`src/rtl/sentinel_key_courier_if.sv`:
```
// Handshake and status bundle for the Sentinel key courier.
// The master drives the request, key and lock acknowledge; the slave is the courier itself.
interface sentinel_key_courier_if;
    logic       start;
    logic [7:0] key;
    logic       ack_in;
    logic       tx_out;
    logic       busy;
    logic       granted;
    logic       denied;
    logic [3:0] attempt_cnt;
    logic [7:0] seg_out;

    modport master (
        output start, key, ack_in,
        input  tx_out, busy, granted, denied, attempt_cnt, seg_out
    );

    modport slave (
        input  start, key, ack_in,
        output tx_out, busy, granted, denied, attempt_cnt, seg_out
    );
endinterface

```
`src/rtl/sentinel_key_courier.sv`:
```
// Sentinel key courier: framed serial key transmit with bounded ack/retry and 7-seg status.
// Optional even-parity bit before the stop bit when SENTINEL_PARITY_EN is defined.
module sentinel_key_courier #(
    parameter int unsigned CLKS_PER_BIT = 16,
    parameter int unsigned ACK_TIMEOUT  = 64,
    parameter int unsigned MAX_RETRY    = 3
) (
    input  logic                  clk,
    input  logic                  rst_n,
    sentinel_key_courier_if.slave bus
);

    localparam int unsigned DIV_W = $clog2(CLKS_PER_BIT);
    localparam int unsigned TMR_W = $clog2(ACK_TIMEOUT + 1);
    localparam logic [DIV_W-1:0] DIV_LAST = DIV_W'(CLKS_PER_BIT - 1);
    localparam logic [TMR_W-1:0] TMR_LAST = TMR_W'(ACK_TIMEOUT - 1);
    localparam logic [3:0]       RETRY_MAX = 4'(MAX_RETRY);

    localparam logic [7:0] SEG_BLANK   = 8'hFF;
    localparam logic [7:0] SEG_LOCKED  = 8'hC7;
    localparam logic [7:0] SEG_GRANTED = 8'hC1;
    localparam logic [7:0] SEG_DENIED  = 8'h86;

    typedef enum logic [2:0] {
        S_IDLE,
        S_START,
        S_DATA,
`ifdef SENTINEL_PARITY_EN
        S_PARITY,
`endif
        S_STOP,
        S_WAIT_ACK
    } state_t;

    state_t           state_q, state_d;
    logic [DIV_W-1:0] div_q, div_d;
    logic [2:0]       bit_q, bit_d;
    logic [TMR_W-1:0] tmr_q, tmr_d;
    logic [7:0]       key_q, key_d;
    logic [3:0]       att_q, att_d;
    logic             granted_q, granted_d;
    logic             denied_q, denied_d;
    logic             busy_q, busy_d;
    logic [7:0]       seg_q, seg_d;
    logic             tx_q, tx_d;
    logic             ack_meta_q, ack_sync_q;
    logic             div_last;

    always_ff @(posedge clk or negedge rst_n) begin
        if (!rst_n) begin
            ack_meta_q <= 1'b0;
            ack_sync_q <= 1'b0;
        end else begin
            ack_meta_q <= bus.ack_in;
            ack_sync_q <= ack_meta_q;
        end
    end

    always_ff @(posedge clk or negedge rst_n) begin
        if (!rst_n) begin
            state_q   <= S_IDLE;
            div_q     <= '0;
            bit_q     <= '0;
            tmr_q     <= '0;
            key_q     <= '0;
            att_q     <= '0;
            granted_q <= 1'b0;
            denied_q  <= 1'b0;
            busy_q    <= 1'b0;
            seg_q     <= SEG_BLANK;
            tx_q      <= 1'b1;
        end else begin
            state_q   <= state_d;
            div_q     <= div_d;
            bit_q     <= bit_d;
            tmr_q     <= tmr_d;
            key_q     <= key_d;
            att_q     <= att_d;
            granted_q <= granted_d;
            denied_q  <= denied_d;
            busy_q    <= busy_d;
            seg_q     <= seg_d;
            tx_q      <= tx_d;
        end
    end

    assign div_last = (div_q == DIV_LAST);

    always_comb begin
        state_d   = state_q;
        div_d     = div_q;
        bit_d     = bit_q;
        tmr_d     = tmr_q;
        key_d     = key_q;
        att_d     = att_q;
        granted_d = granted_q;
        denied_d  = denied_q;

        unique case (state_q)
            S_IDLE: begin
                if (bus.start) begin
                    key_d     = bus.key;
                    att_d     = 4'd1;
                    granted_d = 1'b0;
                    denied_d  = 1'b0;
                    div_d     = '0;
                    state_d   = S_START;
                end
            end
            S_START: begin
                div_d = div_last ? '0 : div_q + 1'b1;
                if (div_last) begin
                    bit_d   = '0;
                    state_d = S_DATA;
                end
            end
            S_DATA: begin
                div_d = div_last ? '0 : div_q + 1'b1;
                if (div_last) begin
                    if (bit_q == 3'd7) begin
`ifdef SENTINEL_PARITY_EN
                        state_d = S_PARITY;
`else
                        state_d = S_STOP;
`endif
                    end else begin
                        bit_d = bit_q + 1'b1;
                    end
                end
            end
`ifdef SENTINEL_PARITY_EN
            S_PARITY: begin
                div_d = div_last ? '0 : div_q + 1'b1;
                if (div_last) state_d = S_STOP;
            end
`endif
            S_STOP: begin
                div_d = div_last ? '0 : div_q + 1'b1;
                if (div_last) begin
                    tmr_d   = '0;
                    state_d = S_WAIT_ACK;
                end
            end
            S_WAIT_ACK: begin
                // Ack is checked before the timeout so a last-cycle ack still grants.
                if (ack_sync_q) begin
                    granted_d = 1'b1;
                    state_d   = S_IDLE;
                end else if (tmr_q == TMR_LAST) begin
                    if (att_q < RETRY_MAX) begin
                        att_d   = att_q + 1'b1;
                        div_d   = '0;
                        state_d = S_START;
                    end else begin
                        denied_d = 1'b1;
                        state_d  = S_IDLE;
                    end
                end else begin
                    tmr_d = tmr_q + 1'b1;
                end
            end
            default: state_d = S_IDLE;
        endcase
    end

    // Outputs are registered from next-state so they line up with the state they describe.
    always_comb begin
        tx_d = 1'b1;
        unique case (state_d)
            S_START:  tx_d = 1'b0;
            S_DATA:   tx_d = key_d[bit_d];
`ifdef SENTINEL_PARITY_EN
            S_PARITY: tx_d = ^key_d;
`endif
            default:  tx_d = 1'b1;
        endcase

        busy_d = (state_d != S_IDLE);
        if (busy_d)         seg_d = SEG_LOCKED;
        else if (granted_d) seg_d = SEG_GRANTED;
        else if (denied_d)  seg_d = SEG_DENIED;
        else                seg_d = SEG_BLANK;
    end

    assign bus.tx_out      = tx_q;
    assign bus.busy        = busy_q;
    assign bus.granted     = granted_q;
    assign bus.denied      = denied_q;
    assign bus.attempt_cnt = att_q;
    assign bus.seg_out     = seg_q;

endmodule

```
`src/flat_wrapper.sv`:
```
// flat-port wrapper written by rule: the top's interface ports become plain ports
module sentinel_key_courier_flat 
#(
    parameter int unsigned CLKS_PER_BIT = 16,
    parameter int unsigned ACK_TIMEOUT  = 64,
    parameter int unsigned MAX_RETRY    = 3
)
  (clk, rst_n, bus_start, bus_key, bus_ack_in, bus_tx_out, bus_busy, bus_granted, bus_denied, bus_attempt_cnt, bus_seg_out);
  sentinel_key_courier_if bus_i ();
  input  logic clk;
  input  logic rst_n;
  input wire logic [$bits(bus_i.start)-1:0] bus_start;
  input wire logic [$bits(bus_i.key)-1:0] bus_key;
  input wire logic [$bits(bus_i.ack_in)-1:0] bus_ack_in;
  output wire logic [$bits(bus_i.tx_out)-1:0] bus_tx_out;
  output wire logic [$bits(bus_i.busy)-1:0] bus_busy;
  output wire logic [$bits(bus_i.granted)-1:0] bus_granted;
  output wire logic [$bits(bus_i.denied)-1:0] bus_denied;
  output wire logic [$bits(bus_i.attempt_cnt)-1:0] bus_attempt_cnt;
  output wire logic [$bits(bus_i.seg_out)-1:0] bus_seg_out;
  assign bus_i.start = bus_start;
  assign bus_i.key = bus_key;
  assign bus_i.ack_in = bus_ack_in;
  assign bus_tx_out = bus_i.tx_out;
  assign bus_busy = bus_i.busy;
  assign bus_granted = bus_i.granted;
  assign bus_denied = bus_i.denied;
  assign bus_attempt_cnt = bus_i.attempt_cnt;
  assign bus_seg_out = bus_i.seg_out;
  sentinel_key_courier #(.CLKS_PER_BIT(CLKS_PER_BIT), .ACK_TIMEOUT(ACK_TIMEOUT), .MAX_RETRY(MAX_RETRY)) u_core (.clk(clk), .rst_n(rst_n), .bus(bus_i));
endmodule
```
`config.mk`:
```
export PLATFORM = sky130hd
export DESIGN_NAME = sentinel_key_courier_flat
export DESIGN_NICKNAME = d
export VERILOG_FILES = /design/src/rtl/sentinel_key_courier_if.sv /design/src/rtl/sentinel_key_courier.sv /design/src/flat_wrapper.sv
export SDC_FILE = /design/constraint.sdc
export NUM_CORES = 1
export LEC_CHECK = 0
export ABC_AREA = 1
export CAP_MARGIN = 20
export CORE_MARGIN = 2
export CORE_UTILIZATION = 50
export DETAILED_ROUTE_END_ITERATION = 10
export PLACE_DENSITY_LB_ADDON = 0.25
export SLEW_MARGIN = 20
export SYNTH_ARGS = -nofsm -noshare
export SYNTH_HDL_FRONTEND = slang
export SYNTH_SLANG_ARGS = --single-unit
```
`constraint.sdc`:
```
create_clock -name clk -period 3.8 [get_ports clk]
set_input_delay 0.57 -clock clk [delete_from_list [all_inputs] [get_ports clk]]
set_output_delay 0.57 -clock clk [all_outputs]
set_load 0.05 [all_outputs]
```
# After elaboration in Yosys (flattened, before gate mapping)
# Index checks and enable logic that the tools add are counted.
[word_totals] latch_bits=0 rom_bits=0 output_inout_bits=16 mem_bits_rw=0 reg_bits=43 n_memories=0
[classes] muxes=44 n_lt_le_gt_ge=2 bitwise=0 add_sub_neg=4 n_eq_ne=15 reduce_logical=9 multipliers=0 shifts=0 n_div=0
[op_table] cell="4-bit two-way mux" n=9
[op_table] cell="8-bit two-way mux" n=4
[op_table] cell="3-bit two-way mux" n=10
[op_table] cell="7-bit two-way mux" n=4
[op_table] cell="3-bit one-hot mux with 5 select lines" n=1
[op_table] cell="7-bit one-hot mux with 2 select lines" n=1
[op_table] cell="4-bit one-hot mux with 3 select lines" n=1
[op_table] cell="5-bit AND reduction" n=2
[op_table] cell="3-bit by 2-bit == test with 1-bit output, second input constant" n=3
[op_table] cell="4-bit by 1-bit adder with 4-bit output, second input constant" n=2
[op_table] cell="1-bit two-way mux" n=8
[op_table] cell="4-bit one-hot mux with 2 select lines" n=1
[op_table] cell="7-bit by 1-bit adder with 7-bit output, second input constant" n=1
[op_table] cell="7-bit by 6-bit == test with 1-bit output, second input constant" n=1
[op_table] cell="3-bit by 1-bit == test with 1-bit output, second input constant" n=2
[op_table] cell="3-bit == test, second input constant" n=2
[op_table] cell="2-bit by 1-bit != test with 1-bit output, second input constant" n=3
[op_table] cell="2-bit != test, second input constant" n=3
[op_table] cell="1-bit one-hot mux with 2 select lines" n=3
[op_table] cell="3-bit one-hot mux with 2 select lines" n=1
[op_table] cell="3-bit nonzero test" n=2
[op_table] cell="4-bit == test, second input constant" n=1
[op_table] cell="3-bit by 4-bit less-than comparator with 1-bit output, second input constant" n=1
[op_table] cell="4-bit by 2-bit less-than comparator with 1-bit output, second input constant" n=1
[op_table] cell="other kinds (6)" n=7

# Logic depth before layout (Yosys ltp)
# Gate-level depths: netlist (run 1).
[logic_depth] ltp_word=8 depth_mapped=14 mapped_depth_nobuf=13

# Worst setup path before layout (run 1)
# Ideal clock, no wire load.
[synth_path] path_kind="reg2reg" startpoint="register u_core.att_q[0], in the netlist u_core.bus.attempt_cnt[0]" endpoint="register u_core.att_q[0], in the netlist u_core.bus.attempt_cnt[0]" arrival_time_ns=1.727 stages_incl_launch_ff=8 setup_ns=0.119 path_slack_ns=1.954 n_path_buf=0 required_time_ns=3.681 path_cell_list="dfrtp_1 -> ha_1 -> or3_1 -> nor2_1 -> o21ai_2 -> nor2_4 -> nand3_1 -> o21a_1"
[synth_between] elab_chain_len=5 elab_cells_between_ends=8
[synth_lines] item="start: declaration" line="sentinel_key_courier.sv:40" source="logic [3:0] att_q, att_d;"
[synth_lines] item="start signal: assignment" line="sentinel_key_courier.sv:78" source="att_q <= att_d;"
[synth_lines] item="4-bit by 1-bit adder with 4-bit output" line="sentinel_key_courier.sv:151" source="att_d = att_q + 1'b1;"
[synth_lines] item="4-bit two-way mux" line="sentinel_key_courier.sv:150" source="if (att_q < RETRY_MAX) begin"
[synth_lines] item="4-bit two-way mux" line="sentinel_key_courier.sv:149" source="end else if (tmr_q == TMR_LAST) begin"
[synth_lines] item="4-bit two-way mux" line="sentinel_key_courier.sv:146" source="if (ack_sync_q) begin"
[synth_lines] item="4-bit one-hot mux with 2 select lines" line="sentinel_key_courier.sv:99" source="unique case (state_q)"
# Parallel ways exist; a longest one is shown, timed or not. The select of a mux whose other input is x is not followed.
# A chain may end at the register's enable or synchronous reset.

==> run_results.csv, run 1 <==
group,metric,value,unit
run_status,status,"finished clean",
logic_synthesis,yosysUniqueCellTypes,34,
sta,fin_crit,2200,ps
route,avgViaCountPerCell,5.00,
worst_setup_path,worstPathRequired,3230,ps
global_route,track_usage,19.2,%
floorplan,die_width,66.5,um
placement,dp_hpwl,2.67,mm
finish,layout.nets,266,
worst_setup_path,crit_family,"buffers and inverters",
floorplan,die_y,66.5,um
route,ant_nets,0,
floorplan,core,0.00372,sq mm
clock_network,numCtsBuffers,5,
global_route,grt_max_degree,39,
pwr,power_leakage,1.13,nW
sta,period_share,57.8,%
route,drt_iter0_drc,64,
global_route,grt_pass1_wl,6.34,mm
sta,slew_headroom,45.2,%
worst_hold_path,min_path_type,"flop to flop",
sta,fin_skew,6.49,ps
global_route,grt.overflow.total,0,
worst_setup_path,critPathSlowestCell,"clkdlybuf4s50_1",
sta,rsz0062_at_grt,"false",
logic_synthesis,syn_inst,224,
sta,fin_setup_tns,0,ps
run,cap_violations,0,
logic_synthesis,synthesis.area,0.00195,sq mm
worst_setup_path,startpoint_type,"flop",
worst_setup_path,crit_chain,"clkdlybuf4s50_1",
floorplan,ioPinCount,28,
clock_network,cts_tree,"done",
logic_synthesis,synth_area_per_cell,8.72,sq um
sta,setup_viol,0,
sta,hold_viol_final,0,
route,drt-wirelength-per-cell,12.0,um
finish,layout-drive-gt1-share,16.3,%
route,vias,1496,
worst_setup_path,criticalPathCategory,"flop to output pin",
pwr,peakVddDrop,0.289,mV
sta,worst-slew-pin-transition,822,ps
global_route,grt_pass1_vias,1457,
floorplan,num_rows,22,
finish,antenna_cells,0,
route,first_pass_iters,5,
clock_network,path_clk_slew,70,ps
route,routed_wl,3.58,mm
floorplan,dieArea,0.00442,sq mm
logic_synthesis,yosysWarnings,0,
route,drc,0,
logic_synthesis,ys_seq_area_share,48.9,%
clock_network,hold_buffers,0,
worst_setup_path,critPathArrivalTime,1630,ps
global_route,antenna_found_initial,0,
finish,postLayoutCoreUtil,62.4,%
sta,slew_viol_final,0,
finish,area_growth,18.6,%
placement,gp_congestion,0.852,
worst_setup_path,end_kind,"output pin",
pwr,p_per_area,328,mW/mm^2
clock_network,cts_root_buf,"clkbuf_8",
sta,max_freq,0.455,GHz
floorplan,start_util,52.6,%
worst_setup_path,max_stage_delay,800,ps
clock_network,cts.sink_count,38,
clock_network,post-cts-setup-buffers,0,
worst_setup_path,crit_buf_inv,1,
clock_network,clk_path_buf_depth,2,
logic_synthesis,ys_ff_latch,38,
clock_network,clock_latency,290,ps
worst_setup_path,critPathMaxFanout,3,
clock_network,cts-resized-gates,0,
clock_network,ctsHtreeMaxLevel,2,
placement,io_buffers,26,
logic_synthesis,syn_nets,240,
[area by class of cell]
class	instances	area [sq um]
multi-input combinational	148	820
clock buffer	5	68.8
timing repair buffer	26	255
inverter	31	119
fill	341	1400
sequential	38	956
tap	48	60.1
clock inverter	3	40.0
[power by group]
group	internal, mW	total, mW	leakage (nW)	switching (mW)
sequential	0.405	0.406	0.471	0.000667
clock	0.193	0.334	0.0579	0.141
combinational	0.00953	0.0212	0.599	0.0116
total	0.608	0.761	1.13	0.153
[metrics by stage]
stage / power, mW / setup WS (ps) / instances / area [sq um] / hold WS, ps
6_report: 0.761 / 1600 / 299 / 2320 / 354
2_1_floorplan: 0.418 / 1950 / 224 / 1950 / 274
3_3_place_gp: 0.436 / 1620 / 291 / 2210 / 341
5_1_grt: 0.787 / 1560 / 299 / 2320 / 370
3_5_place_dp: 0.436 / 1570 / 291 / 2210 / 339
4_1_cts: 0.772 / 1590 / 299 / 2320 / 357
[cells in the final DEF (no fill, tap or decap), types with 2 or more instances in the layout]
cell	n
nand2_1	59
dfrtp_1	34
inv_1	27
clkdlybuf4s50_1	25
nand3_1	23
nor2_1	10
nand2_2	8
a21oi_1	7
nor2_4	5
clkbuf_8	5
o21ai_0	4
nor3_1	4
ha_1	4
dfstp_2	4
nand3_2	3
o21ai_2	3
xor2_1	3
inv_2	2
o41ai_1	2
clkinv_2	2
[final timing paths]
path	from	endpoint	slack, ps	cells after the start
max	u_core.bus.seg_out[5]	bus_seg_out[3]	1600	1
min	u_core.ack_meta_q	u_core.ack_sync_q	350	0
max reg2reg	u_core.div_q[0]	u_core.tmr_q[5]	1800	10
min reg2reg	u_core.ack_meta_q	u_core.ack_sync_q	350	0
max in group asynchronous	rst_n	u_core.bit_q[2]	2910	1
min in group asynchronous	rst_n	u_core.tmr_q[2]	370	1
[logic make-up (layout without fill, tap and decap cells)]
| group | count (synthesis) | count (layout) | synth area share, % |
|---|---|---|---|
| buffers and inverters | 38 | 65 | 9.16 |
| AND/OR/NAND/NOR | 118 | 118 | 30.0 |
| AO/OA/AOI/OAI | 22 | 22 | 7.81 |
| XOR/XNOR | 3 | 3 | 1.34 |
| flip-flops | 38 | 38 | 48.9 |
| adder cells (fa/ha/maj) | 4 | 4 | 2.56 |
| other | 1 | 1 | 0.192 |
[cell usage after synthesis]
cell type  count  area, sq um
nand2_1       59          221
dfrtp_1       34          851
inv_1         27          101
nand3_1       23          115
nor2_1        10         37.5
nand2_2        8         50.1
a21oi_1        7         35.0
buf_4          5         37.5
nor2_4         5         56.3
dfstp_2        4          105
ha_1           4         50.1
nor3_1         4         20.0
o21ai_0        4         20.0
nand3_2        3         30.0
o21ai_2        3         26.3
xor2_1         3         26.3
buf_6          2         22.5
inv_2          2         7.51
o41ai_1        2         17.5
a21oi_2        1         8.76
a22o_1         1         8.76
a41oi_2        1         16.3
clkinv_1       1         3.75
conb_1         1         3.75
inv_4          1         6.26
nand2_4        1         11.3
nand4_1        1         6.26
nor2_2         1         6.26
nor3_2         1         10.0
nor3_4         1         16.3
o211ai_1       1         7.51
o21a_1         1         7.51
o21ai_1        1         5.00
or3_1          1         6.26
[state kept, by name, summed over array words and instances (netlist names), 3 cells and up]
register and cells:
u_core.key_q 8, u_core.tmr_q 7, u_core.bus.attempt_cnt 4, u_core.div_q 4
u_core.bit_q 3, u_core.bus.seg_out 3, u_core.state_q 3
[metal layers]
metal	up-vias	routed length (um)	GRT usage, %
met5	-	0	0
met4	0	70	9.95
met3	7	129	4.56
met2	23	1700	29.6
li1	770	-	-
met1	696	1680	25.0
Note: power is estimated with default switching activity, not from simulation.
==> run 2: changes to the inputs <==
==> constraint.sdc (replaced) <==
create_clock -name clk -period 2.3 [get_ports clk]
set_input_delay 0.345 -clock clk [delete_from_list [all_inputs] [get_ports clk]]
set_output_delay 0.345 -clock clk [all_outputs]
set_load 0.05 [all_outputs]
==> run_results.csv, run 2 (same netlist as run 1, synthesis figures left out) <==
group,metric,value,unit
clock_network,cts_root_buf,"clkbuf_8",
route,wl_met1,1.81,mm
clock_network,path_clk_slew,70,ps
global_route,grt_pass1_wl,6.30,mm
worst_hold_path,min_path_type,"input pin to async pin",
sta,setup_viol,0,
worst_setup_path,end_kind,"flop",
pwr,p_per_area,511,mW/mm^2
route,vias,1492,
floorplan,core,0.00372,sq mm
clock_network,cts.sink_count,38,
finish,final_common_cell,"nand2_1",
finish,area_growth,17.9,%
finish,antenna_cells,0,
finish,top_register,"u_core.key_q",
finish,final_cell_mix,"nand2_1 (59), dfrtp_1 (34), inv_1 (27)",
global_route,grt_pass1_vias,1457,
worst_setup_path,critPathArrivalTime,2220,ps
route,dr_wl_met2,1.71,mm
floorplan,die_y,66.5,um
finish,largest_reg_flops,8,
sta,max_freq,0.488,GHz
placement,io_buffers,26,
clock_network,hold_buffers,0,
floorplan,ioPinCount,28,
sta,rsz0062_at_grt,"false",
sta,hold_viol_final,0,
run,cap_violations,0,
worst_setup_path,worstPathRequired,2470,ps
route,wl_met3,106,um
clock_network,ctsHtreeMaxLevel,2,
run_status,status,"finished clean",
clock_network,numCtsBuffers,5,
sta,period_share,89.1,%
clock_network,clock_latency,280,ps
sta,fin_skew,6.50,ps
clock_network,cts-resized-gates,0,
clock_network,post-cts-setup-buffers,0,
finish,layout-drive-gt1-share,16.3,%
route,top_layer,"met4",
floorplan,dieArea,0.00442,sq mm
pwr,power,1.18,mW
worst_setup_path,critPathMaxFanout,12,
finish,postLayoutCoreUtil,62.0,%
sta,fin_setup_tns,0,ps
finish,reg_top3,"u_core.key_q x8, u_core.tmr_q x7",
route,drc,0,
global_route,grt_max_degree,39,
route,first_pass_iters,4,
sta,slew_headroom,44.3,%
route,avgViaCountPerCell,4.99,
finish,layout.nets,266,
route,ant_nets,0,
pwr,power_leakage,1.12,nW
sta,fin_crit,2050,ps
pwr,peakVddDrop,0.336,mV
clock_network,cts_tree,"done",
sta,hold-worst-slack,159,ps
worst_setup_path,startpoint_type,"flop",
worst_setup_path,criticalPathCategory,"flop to flop",
route,drt_iter0_drc,96,
placement,dp_hpwl,2.65,mm
floorplan,start_util,52.6,%
clock_network,clk_path_buf_depth,2,
sta,slew_viol_final,0,
global_route,antenna_found_initial,0,
route,routed_wl,3.64,mm
sta,worst-slew-pin-transition,836,ps
global_route,grt.overflow.total,0,
floorplan,num_rows,22,
route,drt-wirelength-per-cell,12.2,um
floorplan,die_width,66.5,um
global_route,track_usage,18.7,%
placement,gp_congestion,0.857,
==> run 2: cell count changes in the layout (fill, tap and decap cells not counted), sizes merged <==
| cell | before | now |
|---|---|---|
| bufinv | 1 | 0 |
| clkbuf | 5 | 6 |
| clkinv | 3 | 2 |
| clkinvlp | 0 | 1 |
==> run 2: layer usage <==
layer / vias up / track usage [%]
met3: 2 / 4.56
li1: 765 / -
met1: 698 / 25.0
met5: - / 0
met2: 27 / 30.3
met4: 0 / 5.36
==> run 2: path summary, 6_finish.rpt <==
kind	endpoint	depth (start not counted)	slack [ps]	start
max reg2reg	u_core.tmr_q[5]	10	250	u_core.div_q[0]
min reg2reg	u_core.ack_sync_q	0	350	u_core.ack_meta_q
min in group clk	u_core.ack_sync_q	0	350	u_core.ack_meta_q
min	u_core.bus.attempt_cnt[3]	1	160	rst_n
max	u_core.tmr_q[5]	10	250	u_core.div_q[0]
max in group asynchronous	u_core.key_q[3]	1	1610	rst_n
==> run 2: where the power goes <==
| group | internal (mW) | leakage [nW] | switching, mW | total, mW |
|---|---|---|---|---|
| Combinational | 0.0158 | 0.599 | 0.0194 | 0.0351 |
| Clock | 0.241 | 0.0472 | 0.231 | 0.472 |
| Sequential | 0.670 | 0.471 | 0.00107 | 0.671 |
| Total | 0.926 | 1.12 | 0.252 | 1.18 |
==> run 2: area by class of cell <==
type                            instances  area [sq um]
Clock inverter                          2          12.5
Tap cell                               48          60.1
Multi-Input combinational cell        148           820
Clock buffer                            6          82.6
Sequential cell                        38           956
Fill cell                             348          1410
Timing Repair Buffer                   26           255
Inverter                               31           119
==> run 2: worst max-delay path, stage by stage (launching register included) <==
cell	delay, ps
dfrtp_1	400
ha_1	220
nand2_2	90
nor2_4	270
nand2_1	260
nand2_4	180
nand2_1	60
nor2_1	150
nand2_1	100
o21ai_1	150
a21oi_1	60
==> run 2: per-stage QoR <==
step	setup WS [ps]	area, sq um	instances
after CTS	288	2300	299
after detailed placement	298	2210	291
after global placement	351	2210	291
after floorplan	454	1950	224
after global routing	105	2300	299
final	250	2300	299
